<file path="src/rtl/decode_pkg.sv">
// Shared decode definitions: micro-op payload layout, format one-hot codes
// and the channel-index to format mapping used by the output queue.
package decode_pkg;

    localparam int unsigned OPCODE_W   = 12;
    localparam int unsigned ADDR_W     = 64;
    localparam int unsigned FUNCUNIT_W = 3;
    localparam int unsigned MAJID_W    = 64;
    localparam int unsigned MINID_W    = 7;
    localparam int unsigned IS64_W     = 1;
    localparam int unsigned PID_W      = 20;
    localparam int unsigned TID_W      = 16;
    localparam int unsigned OPRW_W     = 8;
    localparam int unsigned OPISREG_W  = 4;
    localparam int unsigned BODY_W     = 84;

    localparam int unsigned COLLISION_CNT_W = 16;

    // Fields are packed MSB-first in declaration order; body occupies the LSBs.
    localparam int unsigned BODY_LSB     = 0;
    localparam int unsigned OPISREG_LSB  = BODY_LSB + BODY_W;
    localparam int unsigned OPRW_LSB     = OPISREG_LSB + OPISREG_W;
    localparam int unsigned TID_LSB      = OPRW_LSB + OPRW_W;
    localparam int unsigned PID_LSB      = TID_LSB + TID_W;
    localparam int unsigned IS64_LSB     = PID_LSB + PID_W;
    localparam int unsigned MINID_LSB    = IS64_LSB + IS64_W;
    localparam int unsigned MAJID_LSB    = MINID_LSB + MINID_W;
    localparam int unsigned FUNCUNIT_LSB = MAJID_LSB + MAJID_W;
    localparam int unsigned ADDR_LSB     = FUNCUNIT_LSB + FUNCUNIT_W;
    localparam int unsigned OPCODE_LSB   = ADDR_LSB + ADDR_W;
    localparam int unsigned PAYLOAD_W    = OPCODE_LSB + OPCODE_W;

    typedef struct packed {
        logic [OPCODE_W-1:0]   opcode;
        logic [ADDR_W-1:0]     address;
        logic [FUNCUNIT_W-1:0] funcUnit;
        logic [MAJID_W-1:0]    majId;
        logic [MINID_W-1:0]    minId;
        logic                  is64Bit;
        logic [PID_W-1:0]      pid;
        logic [TID_W-1:0]      tid;
        logic [OPRW_W-1:0]     opRw;
        logic [OPISREG_W-1:0]  opIsReg;
        logic [BODY_W-1:0]     body;
    } decodedOp_t;

    typedef enum logic [7:0] {
        FMT_NONE = 8'h00,
        FMT_I    = 8'h01,
        FMT_B    = 8'h02,
        FMT_XL   = 8'h04,
        FMT_D    = 8'h08,
        FMT_DS   = 8'h10,
        FMT_X    = 8'h20,
        FMT_XX2  = 8'h40,
        FMT_XX3  = 8'h80
    } fmt_e;

    function automatic logic [PAYLOAD_W-1:0] packOp(input decodedOp_t op);
        return op;
    endfunction

    function automatic fmt_e fmtFromSel(input logic [4:0] sel);
        case (sel)
            5'd0:    return FMT_I;
            5'd1:    return FMT_B;
            5'd2:    return FMT_XL;
            5'd3:    return FMT_D;
            5'd4:    return FMT_DS;
            5'd5:    return FMT_X;
            5'd6:    return FMT_XX2;
            5'd7:    return FMT_XX3;
            default: return FMT_NONE;
        endcase
    endfunction

    function automatic int unsigned selWidth(input int unsigned n);
        return (n > 1) ? $clog2(n) : 1;
    endfunction

endpackage

</file>
<file path="src/rtl/decode_fifo.sv">
// In-order depth x width FIFO with show-ahead registered head, flush, and
// separately tracked occupancy so full and empty stay distinct.
module decode_fifo #(
    parameter int unsigned depth = 4,
    parameter int unsigned width = 8
) (
    input  logic                       clock_i,
    input  logic                       reset_i,
    input  logic                       flush_i,
    input  logic                       push_i,
    input  logic                       pop_i,
    input  logic [width-1:0]           data_i,
    output logic [width-1:0]           data_o,
    output logic [$clog2(depth):0]     count_o,
    output logic [$clog2(depth):0]     countNext_o,
    output logic                       full_o,
    output logic                       empty_o
);

    localparam int unsigned PTR_W = $clog2(depth);
    localparam int unsigned CNT_W = PTR_W + 1;

    logic [width-1:0] mem [depth];
    logic [PTR_W-1:0] wrPtr;
    logic [PTR_W-1:0] rdPtr;
    logic [PTR_W-1:0] rdNext;
    logic [CNT_W-1:0] count;
    logic [CNT_W-1:0] countNext;
    logic [width-1:0] head;
    logic             pushEff;
    logic             popEff;
    logic             writeEn;

    assign full_o      = (count == CNT_W'(depth));
    assign empty_o     = (count == '0);
    assign count_o     = count;
    assign countNext_o = countNext;
    assign data_o      = head;

    // A push into a full queue is only taken when the head leaves the same cycle.
    assign popEff  = pop_i && !empty_o;
    assign pushEff = push_i && (!full_o || popEff);
    assign writeEn = pushEff && !flush_i && !reset_i;
    assign rdNext  = popEff ? rdPtr + 1'b1 : rdPtr;

    always_comb begin
        countNext = count;
        if (flush_i) begin
            countNext = '0;
        end else if (pushEff && !popEff) begin
            countNext = count + 1'b1;
        end else if (popEff && !pushEff) begin
            countNext = count - 1'b1;
        end
    end

    always_ff @(posedge clock_i) begin
        if (writeEn) begin
            mem[wrPtr] <= data_i;
        end
    end

    always_ff @(posedge clock_i) begin
        if (reset_i) begin
            wrPtr <= '0;
            rdPtr <= '0;
            count <= '0;
            head  <= '0;
        end else if (flush_i) begin
            wrPtr <= '0;
            rdPtr <= '0;
            count <= '0;
        end else begin
            if (pushEff) begin
                wrPtr <= wrPtr + 1'b1;
            end
            rdPtr <= rdNext;
            count <= countNext;
            // Head is refilled from the incoming word when it lands in the new head slot.
            if (countNext != '0) begin
                head <= (pushEff && (wrPtr == rdNext)) ? data_i : mem[rdNext];
            end
        end
    end

endmodule

</file>
<file path="src/rtl/decode_output_queue.sv">
// Decode output stage: arbitrates format-decoder channels into an in-order
// queue toward dispatch, with upstream stall, collision and overflow status.
module decode_output_queue
    import decode_pkg::*;
#(
    parameter int unsigned numFormats        = 3,
    parameter int unsigned payloadWidth      = PAYLOAD_W,
    parameter int unsigned depth             = 4,
    parameter int unsigned stallThreshold    = 2,
    parameter int unsigned collisionCntWidth = COLLISION_CNT_W
) (
    input  logic                               clock_i,
    input  logic                               reset_i,
    input  logic                               flush_i,
    input  logic [numFormats-1:0]              fmtEnable_i,
    input  logic [numFormats*payloadWidth-1:0] fmtPayload_i,
    input  logic                               ready_i,
    output logic                               valid_o,
    output logic [payloadWidth-1:0]            payload_o,
    output logic [selWidth(numFormats)-1:0]    fmtSel_o,
    output logic                               stall_o,
    output logic                               collision_o,
    output logic [collisionCntWidth-1:0]       collisionCnt_o,
    output logic                               overflow_o,
    output logic [$clog2(depth):0]             count_o
);

    localparam int unsigned SEL_W   = selWidth(numFormats);
    localparam int unsigned ENTRY_W = payloadWidth + SEL_W;
    localparam int unsigned CNT_W   = $clog2(depth) + 1;

    logic [SEL_W-1:0]        winSel;
    logic [payloadWidth-1:0] winPayload;
    logic                    found;
    logic                    collide;
    logic                    push;
    logic                    pop;
    logic                    full;
    logic                    empty;
    logic [CNT_W-1:0]        countNext;
    logic [ENTRY_W-1:0]      headEntry;

    // Lowest enabled index wins; any further enabled channel marks a collision.
    always_comb begin
        winSel     = '0;
        winPayload = '0;
        found      = 1'b0;
        collide    = 1'b0;
        for (int unsigned k = 0; k < numFormats; k++) begin
            if (fmtEnable_i[k]) begin
                if (found) begin
                    collide = 1'b1;
                end else begin
                    found      = 1'b1;
                    winSel     = SEL_W'(k);
                    winPayload = fmtPayload_i[k*payloadWidth +: payloadWidth];
                end
            end
        end
    end

    assign push    = found;
    assign pop     = valid_o && ready_i;
    assign valid_o = !empty;

    decode_fifo #(
        .depth (depth),
        .width (ENTRY_W)
    ) fifo (
        .clock_i     (clock_i),
        .reset_i     (reset_i),
        .flush_i     (flush_i),
        .push_i      (push),
        .pop_i       (pop),
        .data_i      ({winSel, winPayload}),
        .data_o      (headEntry),
        .count_o     (count_o),
        .countNext_o (countNext),
        .full_o      (full),
        .empty_o     (empty)
    );

    assign fmtSel_o  = headEntry[ENTRY_W-1 -: SEL_W];
    assign payload_o = headEntry[payloadWidth-1:0];

    always_ff @(posedge clock_i) begin
        if (reset_i) begin
            stall_o        <= 1'b0;
            collision_o    <= 1'b0;
            collisionCnt_o <= '0;
            overflow_o     <= 1'b0;
        end else begin
            stall_o     <= (32'(depth) - 32'(countNext)) <= 32'(stallThreshold);
            collision_o <= collide && !flush_i;
            if (collide && !flush_i && (collisionCnt_o != '1)) begin
                collisionCnt_o <= collisionCnt_o + 1'b1;
            end
            if (push && full && !pop && !flush_i) begin
                overflow_o <= 1'b1;
            end
        end
    end

endmodule

</file>
<file path="config.mk">
export PLATFORM = sky130hd
export DESIGN_NAME = decode_output_queue
export DESIGN_NICKNAME = d
export VERILOG_FILES = /design/src/rtl/decode_pkg.sv /design/src/rtl/decode_fifo.sv /design/src/rtl/decode_output_queue.sv
export SDC_FILE = /design/constraint.sdc
export NUM_CORES = 2
export LEC_CHECK = 0
export CORE_AREA = 2 2 454 456
export DETAILED_ROUTE_END_ITERATION = 7
export DIE_AREA = 0 0 456 458
export SLEW_MARGIN = 20
export SYNTH_ARGS = -nofsm -noshare
export SYNTH_HDL_FRONTEND = slang
export SYNTH_SLANG_ARGS = --single-unit
export TNS_END_PERCENT = 30
</file>
<file path="constraint.sdc">
create_clock -name clock_i -period 28.4 [get_ports clock_i]
set_input_delay 5.68 -clock clock_i [delete_from_list [all_inputs] [get_ports clock_i]]
set_output_delay 5.68 -clock clock_i [all_outputs]
set_load 0.005 [all_outputs]
</file>
---- After elaboration in Yosys (flattened, before gate mapping) ----
Memories as Yosys holds them, arrays and structs flattened. A register that Yosys moved wholly into a read port is not among the register bits.
Index checks and enable logic that the tools add are counted.
operators by class
  multiplexer cells ....................... 22
  equal/unequal tests ..................... 2
  reduce and logical (&&, ||, !) cells .... 24
  add/sub/neg operators ................... 6
  bitwise gates (word level) .............. 1
  $lt $le $gt $ge ......................... 1
operators by type and width
  cell                                                                                count
  283-bit 2-to-1 mux                                                                  5
  32-bit by 2-bit less-or-equal comparator with 1-bit output (second input constant)  1
  16-bit by 1-bit adder with 16-bit output (second input constant)                    1
  16-bit != test (second input constant)                                              1
  1-bit logical AND                                                                   12
  1-bit 2-to-1 mux                                                                    11
  3-bit 2-to-1 mux                                                                    3
  1-bit zero test                                                                     7
  2-bit 2-to-1 mux                                                                    3
  2-bit by 1-bit adder with 2-bit output (second input constant)                      2
  3-bit by 3-bit subtractor with 4-bit output (first input constant)                  1
  3-bit by 1-bit adder with 3-bit output (second input constant)                      1
  3-bit equality test (second input constant)                                         1
  3-bit zero test                                                                     1
  3-bit nonzero test                                                                  1
  3-bit by 1-bit subtractor with 3-bit output (second input constant)                 1
  2-bit AND reduction                                                                 1
  2-bit OR reduction                                                                  1
  1-bit logical OR                                                                    1
  1-bit inverter                                                                      1
word-level totals
  logic and storage cells ................. 64
  RAM bits ................................ 1140
  memories kept ........................... 1
  output and inout bits ................... 308
  flip-flop bits (word level) ............. 26
memory list
  name      words  width  rd ports  clocked after Yosys merged registers in  write ports  line               RTL
  fifo.mem  4      285    1         1                                        1            decode_fifo.sv:23  logic [width-1:0] mem [depth];

---- Logic depth before layout (Yosys ltp) ----
  depth in word-level cells ............... 13
  mapped depth ............................ 17
  mapped depth without buffers ............ 14

---- Modules after synthesis ----
Synthesis repeated with hierarchy kept, for this count alone.
second synthesis, totals
  cells, all modules ...................... 3932
  area total of the unflattened synthesis .. 60167.7 µm²
by module, submodules not included
  module               seq. area each (µm²)  cells each  times used  area an instance (µm²)
  decode_fifo          40078.4               2836        1           54036.8
  decode_output_queue  380.4                 1096        1           6130.9

---- Worst setup path after synthesis ----
OpenSTA, ideal clock, no wires.
  path kind ............................... input-to-reg
  start point ............................. input port fmtEnable_i[1]
  end point ............................... memory fifo.mem[0][0] (netlist bit), enable pin
  arrival time ............................ 12.838 ns
  slack ................................... 14.879 ns
  data required time ...................... 27.717 ns
  path buffers ............................ 1
  stages .................................. 5
  cells stage by stage .................... or3_1 clkbuf_1 nand2_1 nor2_1 and2_1
on the way
  longest elaborated chain between the ends .. 7
RTL lines
  item                                    line                       RTL
  start: declaration                      decode_output_queue.sv:15  input logic [numFormats-1:0] fmtEnable_i,
  1-bit 2-to-1 mux (2 in series)          decode_output_queue.sv:50  if (fmtEnable_i[k]) begin
  1-bit logical AND                       decode_fifo.sv:42          assign pushEff = push_i && (!full_o || popEff);
  1-bit logical AND (2 in series)         decode_fifo.sv:43          assign writeEn = pushEff && !flush_i && !reset_i;
  1-bit 2-to-1 mux                        decode_fifo.sv:58          if (writeEn) begin
  1-bit 2-to-1 mux (not written as such)  decode_fifo.sv:59          mem[wrPtr] <= data_i;
  end: declaration                        decode_fifo.sv:23
Every way passes these cells.

---- Worst setup path after layout ----
  start point ............................. input port fmtEnable_i[2]
  end point ............................... register fifo.head[188], in the netlist fifo.data_o[188], read port of fifo.mem
on the way
  longest elaborated chain between the ends .. 9
  elaborated cells on any way between the ends .. 10
  classes of those cells .................. mux: 4; reduce/logical: 6
RTL lines
  item                             line                       RTL
  1-bit 2-to-1 mux *               decode_output_queue.sv:50
  1-bit logical AND *              decode_fifo.sv:42
  1-bit zero test                  decode_fifo.sv:52          end else if (popEff && !pushEff) begin
  1-bit logical AND                decode_fifo.sv:52
  3-bit 2-to-1 mux                 decode_fifo.sv:52
  3-bit 2-to-1 mux *               decode_fifo.sv:50          end else if (pushEff && !popEff) begin
  3-bit 2-to-1 mux *               decode_fifo.sv:48          if (flush_i) begin
  3-bit nonzero test *             decode_fifo.sv:80          if (countNext != '0) begin
  2-bit AND reduction (no line) *  --
  end: declaration                 decode_fifo.sv:29          logic [width-1:0] head;
Every way passes the cells marked *; elsewhere a longest branch is shown, timed or not.
A chain may end at the register's enable or synchronous reset.

==> impl_results.md <==
* Status: finished clean
* Clock Skew at roughly 0.035 ns
* FP Rows at around 170
* Initial antenna violation count at 8
* I/O pin cnt at 1164
* Total CTS buffers at around 160
* Vias at around 44000
* R2R Setup Slk at about 23 ns
* Vias in the first global route at around 42000
* Maximum fanout along the worst path at 53
* Share of post-route cells with drive strength above 1 at 0.0590
* Hold depth at 2
* Root Buffer: clkbuf_16
* Logic pwr share at 0.116
* Die area at between 200000 and 250000 um^2
* Drt pass-1 iters at 5
* Post-synth ARST share at 0
* Critical Path RT at between 20 and 30 ns
* RSZ-0062 raised after global routing: no
* H-Tree Depth at 4
* Avg Cell Area, Syn at 13.4 um^2
* Pins Over Slew Limit at 0
* Routed Antenna Nets at 0
* Post-route insts no fill at a little over 8000
* Pleak at around 25 nW
* Pwr/cell area at about 65 nW/um^2
* Internal Pwr Total at 3.80 mW
* Dpl hpwl at 131000 um
* Via density per instance at ~5.4
* Placed Cells at just under 8000
* Clock power frac at 0.400
* Core ar. at 204000 um^2
* Tightest Pin Transition at roughly 1.1 ns
* Mapped Nets at 5209
* Syn Inst Count at between 4000 and 5000
* Max rail drop VDD at ~61 uV
* Final setup fails at 0
* CTS max path bufs at 3
* Clock slew at reported path FFs at roughly 0.06 ns
* Worst R2R End: fifo.data_o[188]$_SDFFE_PP0P_
* Buffers on Ports at 1163
* Die Ht at approximately 460 um
* Clk Latency, worst-skew pair at approximately 0.8 ns
* GPL Wtd Cong at between 0.9 and 1
* Post-synthesis to final-layout area growth at 32.3%
* Worst min path class: reg2reg
* Tmin final at 10.40 ns
* Pin count of the biggest net entering global routing at between 100 and 150
* DR iter-0 viols at around 4000
* Synth warn at 0
* R2R depth at 16
* Min-Delay Endpoint: fifo.data_o[193]$_SDFFE_PP0P_
* Startpoint types: input pin
* Seq pwr share at 0.483
* Number of flops mapped to enable cells by yosys at approximately 1100
* GRT Residual Overflow at 0
* DR DRC count at 0
* CTS tree: built
* Hold_sp: fifo.data_o[193]$_SDFFE_PP0P_
* #FFs+latches synth at 1451
* Most common cell after layout, fill and taps aside: clkdlybuf4s50_1
* Worst R2R Start: fifo.count_o[0]$_SDFF_PP0_
* Core Util, Final at 0.378
* Slew HR at 0.239
* Drt total wl at about 200000 um
* Die width at approximately 460 um
* Most frequent cells in the layout: clkdlybuf4s50_1, edfxtp_1, nand2_1
* Mapped cell area at around 58000 um^2
* Type of the worst setup path: in2reg
* Clk sinks at roughly 1500
* Postcts setup bufs at 0
* FMAX at just under 0.1 GHz
* Crit. End Element: flop
* Hold Fails Final Rpt at 0
* Detailed-route wire length per cell at roughly 25 um
* Synth cell types at 53
* Setup total negative slack at 0 ns
* Initial Util at 0.286
* CTS Hold Bufs at 0
* Seq/Total Area, Yosys at 0.695
* Global-route wire length before repair at 295000 um
* Gr usage total at 0.186
* Psw at between 1 and 1.5 mW
* Sw Ratio at 0.242
* NumNets Final at ~6200
* Fin crit share at 0.366
* Crit path DAT at 11.14 ns
* Synth Flop Type: edfxtp_1
* # resized after CTS at 0
* Max-Cap Viols at 0
kinds of logic (layout without fill, tap and decap cells):
logic type | count (synthesis) | after routing | synth area share
AOI/OAI and AO/OA | 1449 | 1449 | 0.181
xor gates and xnor gates | 20 | 20 | 0.00389
adders and majority gates | 11 | 11 | 0.00237
buffers and inverters | 456 | 1536 | 0.0353
DFF | 1451 | 1451 | 0.695
muxes | 2 | 2 | 0.000344
other | 0 | 3 | 0
and+or+nand+nor | 953 | 953 | 0.0821
per-stage QoR:
step	setup WS, ns	instance area, um^2	hold WS (ns)	total power [mW]
final	18.00	77000	0.464	5.02
after CTS	18.11	76900	0.468	5.05
after global placement	17.40	71900	0.446	3.05
after global routing	17.76	77000	0.481	5.18
after floorplan	14.88	58200	0.459	2.70
after detailed placement	17.27	71900	0.452	3.05
final cells by class:
type	instances	area, um^2
flip-flops and latches	1451	40500
inverters	8	32.5
diodes	3	7.51
clock inverters	65	688
clock buffers	224	4390
multi-input cells	2435	15700
repair buffers	1239	12300
fillers	19300	127000
well taps	2688	3360
state kept, by name (all words and copies together) (netlist names):
name / count
overflow_o: 1
fifo.count_o: 3
fifo.mem: 1140
collisionCnt_o: 16
fifo.wrPtr: 2
collision_o: 1
fifo.data_o: 285
fifo.rdPtr: 2
stall_o: 1
Yosys cell counts (all sizes together), types with 10 or more instances:
master / number / area share
edfxtp: 1140 / 0.59
clkbuf: 328 / 0.021
xor2: 10 / 0.0015
a221oi: 283 / 0.043
nor2: 36 / 0.0023
a22oi: 285 / 0.037
o21ai: 292 / 0.025
a32oi: 285 / 0.043
or4: 283 / 0.037
nand3: 12 / 0.0010
ha: 11 / 0.0024
buf: 120 / 0.014
nand2: 581 / 0.037
dfxtp: 311 / 0.11
o22ai: 283 / 0.030
how the worst max path moves through the flow:
stage	start	endpoint	slack, ns	cells after the start
finish	fmtEnable_i[2]	fifo.data_o[188]$_SDFFE_PP0P_	18.00	14
global placement	fmtEnable_i[2]	fifo.data_o[182]$_SDFFE_PP0P_	17.40	10
global route	fmtEnable_i[2]	fifo.data_o[192]$_SDFFE_PP0P_	17.76	10
CTS	fmtEnable_i[2]	fifo.data_o[14]$_SDFFE_PP0P_	18.11	10
detailed placement	fmtEnable_i[2]	fifo.data_o[212]$_SDFFE_PP0P_	17.27	10
floorplan	fmtEnable_i[1]	fifo.mem[0][0]$_DFFE_PP_	14.88	5
critical path, stage by stage:
cell and delay [ns]:
clkdlybuf4s50_1 0.63, or3_1 0.55, nor3b_1 0.36, o21ai_0 0.12, o21ai_0 0.18, nand2b_1 0.12
ha_1 0.21, ha_1 0.25, nor2_4 0.64, buf_4 0.55, buf_4 0.58, buf_4 0.70
a32oi_1 0.24, nand2_1 0.12
metal layers:
| metal | global-route usage | share of wire |
|---|---|---|
| met5 | 0 | 0.00013 |
| met1 | 0.243 | 0.41 |
| met2 | 0.311 | 0.49 |
| met3 | 0.0392 | 0.070 |
| met4 | 0.0515 | 0.023 |
power groups by stage:
stage	clock, mW	combinational, mW	sequential [mW]
finish	2.01	0.583	2.42
detailed placement	0	0.585	2.47
global route	2.13	0.626	2.43
floorplan	0	0.236	2.47
CTS	2.04	0.587	2.42
global placement	0	0.579	2.47
Note: power is estimated with default switching activity, not from simulation.
